`src/rtl/ipm2l_fifo_rd_stream_if.sv`:
```
// rtl/ipm2l_fifo_rd_stream_if.sv - FIFO read port plus output stream bundle
interface ipm2l_fifo_rd_stream_if #(
    parameter int DATA_WIDTH = 8
);
    logic                  rempty;
    logic                  r_en;
    logic [DATA_WIDTH-1:0] rd_data;
    logic                  m_valid;
    logic                  m_ready;
    logic [DATA_WIDTH-1:0] m_data;
    logic [1:0]            level;

    modport master (
        input  rempty, rd_data, m_ready,
        output r_en, m_valid, m_data, level
    );

    modport slave (
        output rempty, rd_data, m_ready,
        input  r_en, m_valid, m_data, level
    );
endinterface

```
`src/rtl/ipm2l_fifo_rd_stream.sv`:
```
// rtl/ipm2l_fifo_rd_stream.sv - FIFO read-latency to valid/ready stream adapter with skid buffer
module ipm2l_fifo_rd_stream #(
    parameter int c_DATA_WIDTH = 8,
    parameter int c_RD_LATENCY = 1
) (
    input  logic                   rclk,
    input  logic                   rrst_n,
    ipm2l_fifo_rd_stream_if.master bus
);
    localparam int L     = c_RD_LATENCY;
    localparam int DEPTH = L + 1;

    logic [L:1]              v;
    logic [1:0]              occ;
    logic [1:0]              level_q;
    logic [c_DATA_WIDTH-1:0] mem  [DEPTH];
    logic [c_DATA_WIDTH-1:0] nmem [DEPTH];

    logic       pop;
    logic       arr;
    logic       r_en_c;
    logic [2:0] occ_next;
    logic [2:0] pend;
    logic [2:0] sum;
    logic [1:0] wr_idx;

    always_comb begin
        pop      = (occ != 2'd0) && bus.m_ready;
        arr      = v[L];
        occ_next = 3'(occ) + 3'(arr) - 3'(pop);
        pend     = 3'd0;
        for (int i = 1; i < L; i++) begin
            pend = pend + 3'(v[i]);
        end
        sum = occ_next + pend;
        // Only issue a read if every word already committed, plus this one, has a slot.
        r_en_c = !bus.rempty && rrst_n && (sum <= 3'(L));
        wr_idx = occ - 2'(pop);
        nmem   = mem;
        for (int i = 0; i < DEPTH - 1; i++) begin
            if (pop) nmem[i] = mem[i + 1];
        end
        for (int i = 0; i < DEPTH; i++) begin
            if (arr && (wr_idx == 2'(i))) nmem[i] = bus.rd_data;
        end
    end

    always_ff @(posedge rclk or negedge rrst_n) begin
        if (!rrst_n) begin
            occ     <= 2'd0;
            v       <= '0;
            level_q <= 2'd0;
            for (int i = 0; i < DEPTH; i++) begin
                mem[i] <= '0;
            end
        end else begin
            occ     <= occ_next[1:0];
            v[1]    <= r_en_c;
            for (int i = 2; i <= L; i++) begin
                v[i] <= v[i - 1];
            end
            level_q <= 2'(sum + 3'(r_en_c));
            mem     <= nmem;
        end
    end

    assign bus.r_en    = r_en_c;
    assign bus.m_valid = (occ != 2'd0);
    assign bus.m_data  = mem[0];
    assign bus.level   = level_q;
endmodule

```
`src/flat_wrapper.sv`:
```
// flat-port wrapper written by rule: the top's interface ports become plain ports
module ipm2l_fifo_rd_stream_flat 
#(
    parameter int c_DATA_WIDTH = 8,
    parameter int c_RD_LATENCY = 1
)
  (rclk, rrst_n, bus_rempty, bus_rd_data, bus_m_ready, bus_r_en, bus_m_valid, bus_m_data, bus_level);
  ipm2l_fifo_rd_stream_if bus_i ();
  input  logic rclk;
  input  logic rrst_n;
  input wire logic [$bits(bus_i.rempty)-1:0] bus_rempty;
  input wire logic [$bits(bus_i.rd_data)-1:0] bus_rd_data;
  input wire logic [$bits(bus_i.m_ready)-1:0] bus_m_ready;
  output wire logic [$bits(bus_i.r_en)-1:0] bus_r_en;
  output wire logic [$bits(bus_i.m_valid)-1:0] bus_m_valid;
  output wire logic [$bits(bus_i.m_data)-1:0] bus_m_data;
  output wire logic [$bits(bus_i.level)-1:0] bus_level;
  assign bus_i.rempty = bus_rempty;
  assign bus_i.rd_data = bus_rd_data;
  assign bus_i.m_ready = bus_m_ready;
  assign bus_r_en = bus_i.r_en;
  assign bus_m_valid = bus_i.m_valid;
  assign bus_m_data = bus_i.m_data;
  assign bus_level = bus_i.level;
  ipm2l_fifo_rd_stream #(.c_DATA_WIDTH(c_DATA_WIDTH), .c_RD_LATENCY(c_RD_LATENCY)) u_core (.rclk(rclk), .rrst_n(rrst_n), .bus(bus_i));
endmodule
```
`config.mk`:
```
export PLATFORM = sky130hd
export DESIGN_NAME = ipm2l_fifo_rd_stream_flat
export DESIGN_NICKNAME = d
export VERILOG_FILES = /design/src/rtl/ipm2l_fifo_rd_stream_if.sv /design/src/rtl/ipm2l_fifo_rd_stream.sv /design/src/flat_wrapper.sv
export SDC_FILE = /design/constraint.sdc
export NUM_CORES = 1
export LEC_CHECK = 0
export ABC_CLOCK_PERIOD_IN_PS = 2500
export CORE_ASPECT_RATIO = 1.2
export CORE_MARGIN = 3
export CORE_UTILIZATION = 45
export CTS_BUF_LIST = sky130_fd_sc_hd__clkbuf_8
export DETAILED_ROUTE_END_ITERATION = 10
export GPL_ROUTABILITY_DRIVEN = 0
export PLACE_DENSITY = 0.79
export REMOVE_ABC_BUFFERS = 1
export SLEW_MARGIN = 10
export SYNTH_ARGS = -nofsm -noshare
export SYNTH_HDL_FRONTEND = slang
export SYNTH_SLANG_ARGS = --single-unit
```
`constraint.sdc`:
```
create_clock -name rclk -period 2.5 [get_ports rclk]
set_input_delay 0.5 -clock rclk [delete_from_list [all_inputs] [get_ports rclk]]
set_output_delay 0.5 -clock rclk [all_outputs]
set_load 0.05 [all_outputs]
```
==> results by group, run 1 <==
Detailed routing
  • Wire per inst: 13.2 µm
  • Total routed wirelength: 2010 µm
  • Post-DRT Antenna Nets: 0
  • Number of vias per cell: 4.78
  • Initial DRC Count: 18
  • Via count: 726
  • DR pass1 iterations: 4
  • DR DRC count: 0

Yosys
  • Seq/Total Area, Yosys: 53.3%
  • Post-synth top cells: dfrtp_1, nand2_1
  • Ys flop type: dfrtp_1
  • Yosys warning count: 0
  • Compound-Gate Fraction of Synth Area: 5.96%
  • Post-synthesis xor/xnor area fraction: 1.78%
  • Synth Area in Simple Gates: 13.5%
  • Synth unique cells: 17
  • Area contributors post-synth: dfrtp_1, mux2_2, nand2_1
  • Mean area per synthesized cell: 11.0 µm²
  • Cell with the most instances after synthesis: dfrtp_1
  • Share of the synthesized area in the top cell type: 53.3%
  • Post-synth EDFFs: 0
  • Leading area contributor after synthesis: dfrtp_1
  • Async set-reset flop share out of synthesis: 100%
  • Synth Area in Adders: 7.11%
  • Largest family of logic cells by synthesized area: simple AND/OR/NAND/NOR gates
  • Syn Std Cell Area: 986 µm²
  • Yosys reg bits: 21
  • Post-Synthesis Cells: 90
  • Post-synthesis mux area share: 9.14%

Worst setup path
  • WP data arrival: 2.41 ns
  • Worst Reg-to-Reg Cells: 11
  • Critical Path Sink Type: primary output
  • Startpoint types: flop
  • Critical path class: flop to primary output
  • CP max FO: 2
  • Worst path required time: 2.00 ns

Pwr
  • LEAKAGE: 0.646 nW
  • Cell Pwr Density: 1400 mW/mm²
  • Peak supply drop: 958 µV

Run status
  • Failing checks: setup timing
  • Status: finished, violations left

Clock tree
  • CTS tree: yes
  • TritonCTS Sinks: 21
  • Hold-fix buffers at CTS: 0
  • H-tree levels: 1
  • Worst-case clock buffer depth: 2
  • Clk_lat worst skew: 0.26 ns
  • Clock root buffer: clkbuf_8
  • TritonCTS buffer count: 3
  • Reg clk slew, reported paths: 0.08 ns

Global routing
  • First-pass GRT wire length: 3320 µm
  • Initial antenna violation count: 0
  • Total GRT Usage: 15.6%
  • Gr ovfl total: 0
  • Largest net degree at the start of global routing: 22
  • Vias in the first global route: 747

Layout
  • Area growth syn-to-layout: 41.4%
  • Antenna diode count: 0
  • Post-layout util: 71.2%
  • Final #Nets: 142
  • Layout cells sized above 1: 30.6%

Timing
  • Pins Over Slew Limit: 0
  • Relative slew slack: 66.9%
  • Final Hold Vio Count: 0
  • Total negative setup slack: -0.413 ns
  • Endpoints failing setup: 1
  • Clock skew: 0.00274 ns
  • Worst slew pin tran: 0.495 ns
  • RSZ-0062 raised after global routing: true
  • Setup ws final: -0.413 ns
  • Final period utilization: 117%
  • Fin crit period: 2.91 ns
  • Max Fclk: 0.343 GHz

Floorplan
  • Die height: 57.3 µm
  • I/O Pins: 24
  • Core footprint: 0.00196 mm²
  • Die area: 0.00279 mm²
  • Die width: 48.7 µm
  • Initial Util: 50.4%
  • Num rows: 17

Placement
  • Port bufs: 23
  • HPWL Detailed: 1380 µm

Hold path
  • Hold Path Stages: 1
  • Min-Delay Path Class: flop to flop

Flow run
  • Max-cap violation count: 0
## state kept, by name (all words and copies together) (netlist names)
register and count:
u_core.bus.m_data 8, u_core.mem 8, u_core.bus.level 2, u_core.occ 2, u_core.arr 1
## final timing paths
| path | slack [ns] | end | from |
|---|---|---|---|
| worst max-delay path | -0.41 | bus_r_en | u_core.occ[0] |
| worst min-delay path | 0.51 | u_core.mem[6] | u_core.mem[6] |
| worst max register to register | 0.15 | u_core.bus.level[0] | u_core.occ[0] |
| worst min register to register | 0.51 | u_core.mem[6] | u_core.mem[6] |
| max in group asynchronous | 1.68 | u_core.bus.level[1] | rrst_n |
| min in group asynchronous | 0.61 | u_core.bus.m_data[7] | rrst_n |
## worst max-delay path, stage by stage, from the launching register on
cell and delay (ns):
dfrtp_1 0.40, o21ai_2 0.17, inv_2 0.07, ha_4 0.23, inv_4 0.05, ha_4 0.11
inv_2 0.03, fa_1 0.51, nand2_1 0.08, nor3_2 0.21, buf_4 0.15, buf_12 0.12
## placed cells by master, fill, tap and decap left out, types with 2 or more instances in the layout
cell type	n
mux2_2	8
ha_1	2
nor2_1	8
clkdlybuf4s50_1	21
nand2_1	18
inv_2	2
dfrtp_1	21
inv_1	4
buf_4	16
a31oi_1	8
ha_4	2
clkbuf_8	3
## cell type report
type	instances	area [µm²]
tap	28	35.0
clock buffer	3	41.3
sequential	21	526
fill	152	563
timing repair buffer	39	359
inverter	7	28.8
multi-input combinational	53	399
clock inverter	1	5.00
## report_power, final
group | switching [mW] | internal (mW) | total [mW]
combinational | 0.627 | 0.525 | 1.15
sequential | 0.0815 | 0.503 | 0.585
clock | 0.108 | 0.111 | 0.219
total | 0.817 | 1.14 | 1.96
## logic make-up after synthesis
group / Yosys count
buf+inv: 16
mux: 8
xor+xnor: 2
simple gates: 29
fa+ha+maj: 5
compound gates: 9
flops: 21
## timing repair
action / in CTS / in global routing
resized for setup: 7 / 1
buffers inserted: 3 / 3
setup endpoints to repair: 3 / 2
pin swaps: 4 / 4
## per-layer routing
metal	share of wire [%]	track usage, %	vias up
met5	0	0	-
met4	3.4	11.8	0
met3	6.7	3.92	7
met2	49	24.9	33
met1	41	18.0	329
li1	-	-	357
## through the flow
stage / hold WS [ns] / instance area (µm²) / total power, mW / instances / setup slack (ns)
6_report: 0.512 / 1390 / 1.96 / 152 / -0.413
5_1_grt: 0.523 / 1390 / 2.08 / 152 / -0.506
4_1_cts: 0.513 / 1370 / 1.89 / 149 / -0.409
3_5_place_dp: 0.495 / 1270 / 1.59 / 142 / -0.631
3_3_place_gp: 0.489 / 1270 / 1.56 / 142 / -0.630
2_1_floorplan: 0.204 / 921 / 1.23 / 81 / -1.16
Power figures use the tool's default switching activity.
==> run 2, diff against run 1 <==
--- a/config.mk
+++ b/config.mk
@@ -11,7 +11,6 @@
 export CORE_UTILIZATION = 45
 export CTS_BUF_LIST = sky130_fd_sc_hd__clkbuf_8
 export DETAILED_ROUTE_END_ITERATION = 10
-export GPL_ROUTABILITY_DRIVEN = 0
 export PLACE_DENSITY = 0.79
 export REMOVE_ABC_BUFFERS = 1
 export SLEW_MARGIN = 10
==> results of run 2 <==
No change in the layout: final DEF, timing and power equal those of run 1.
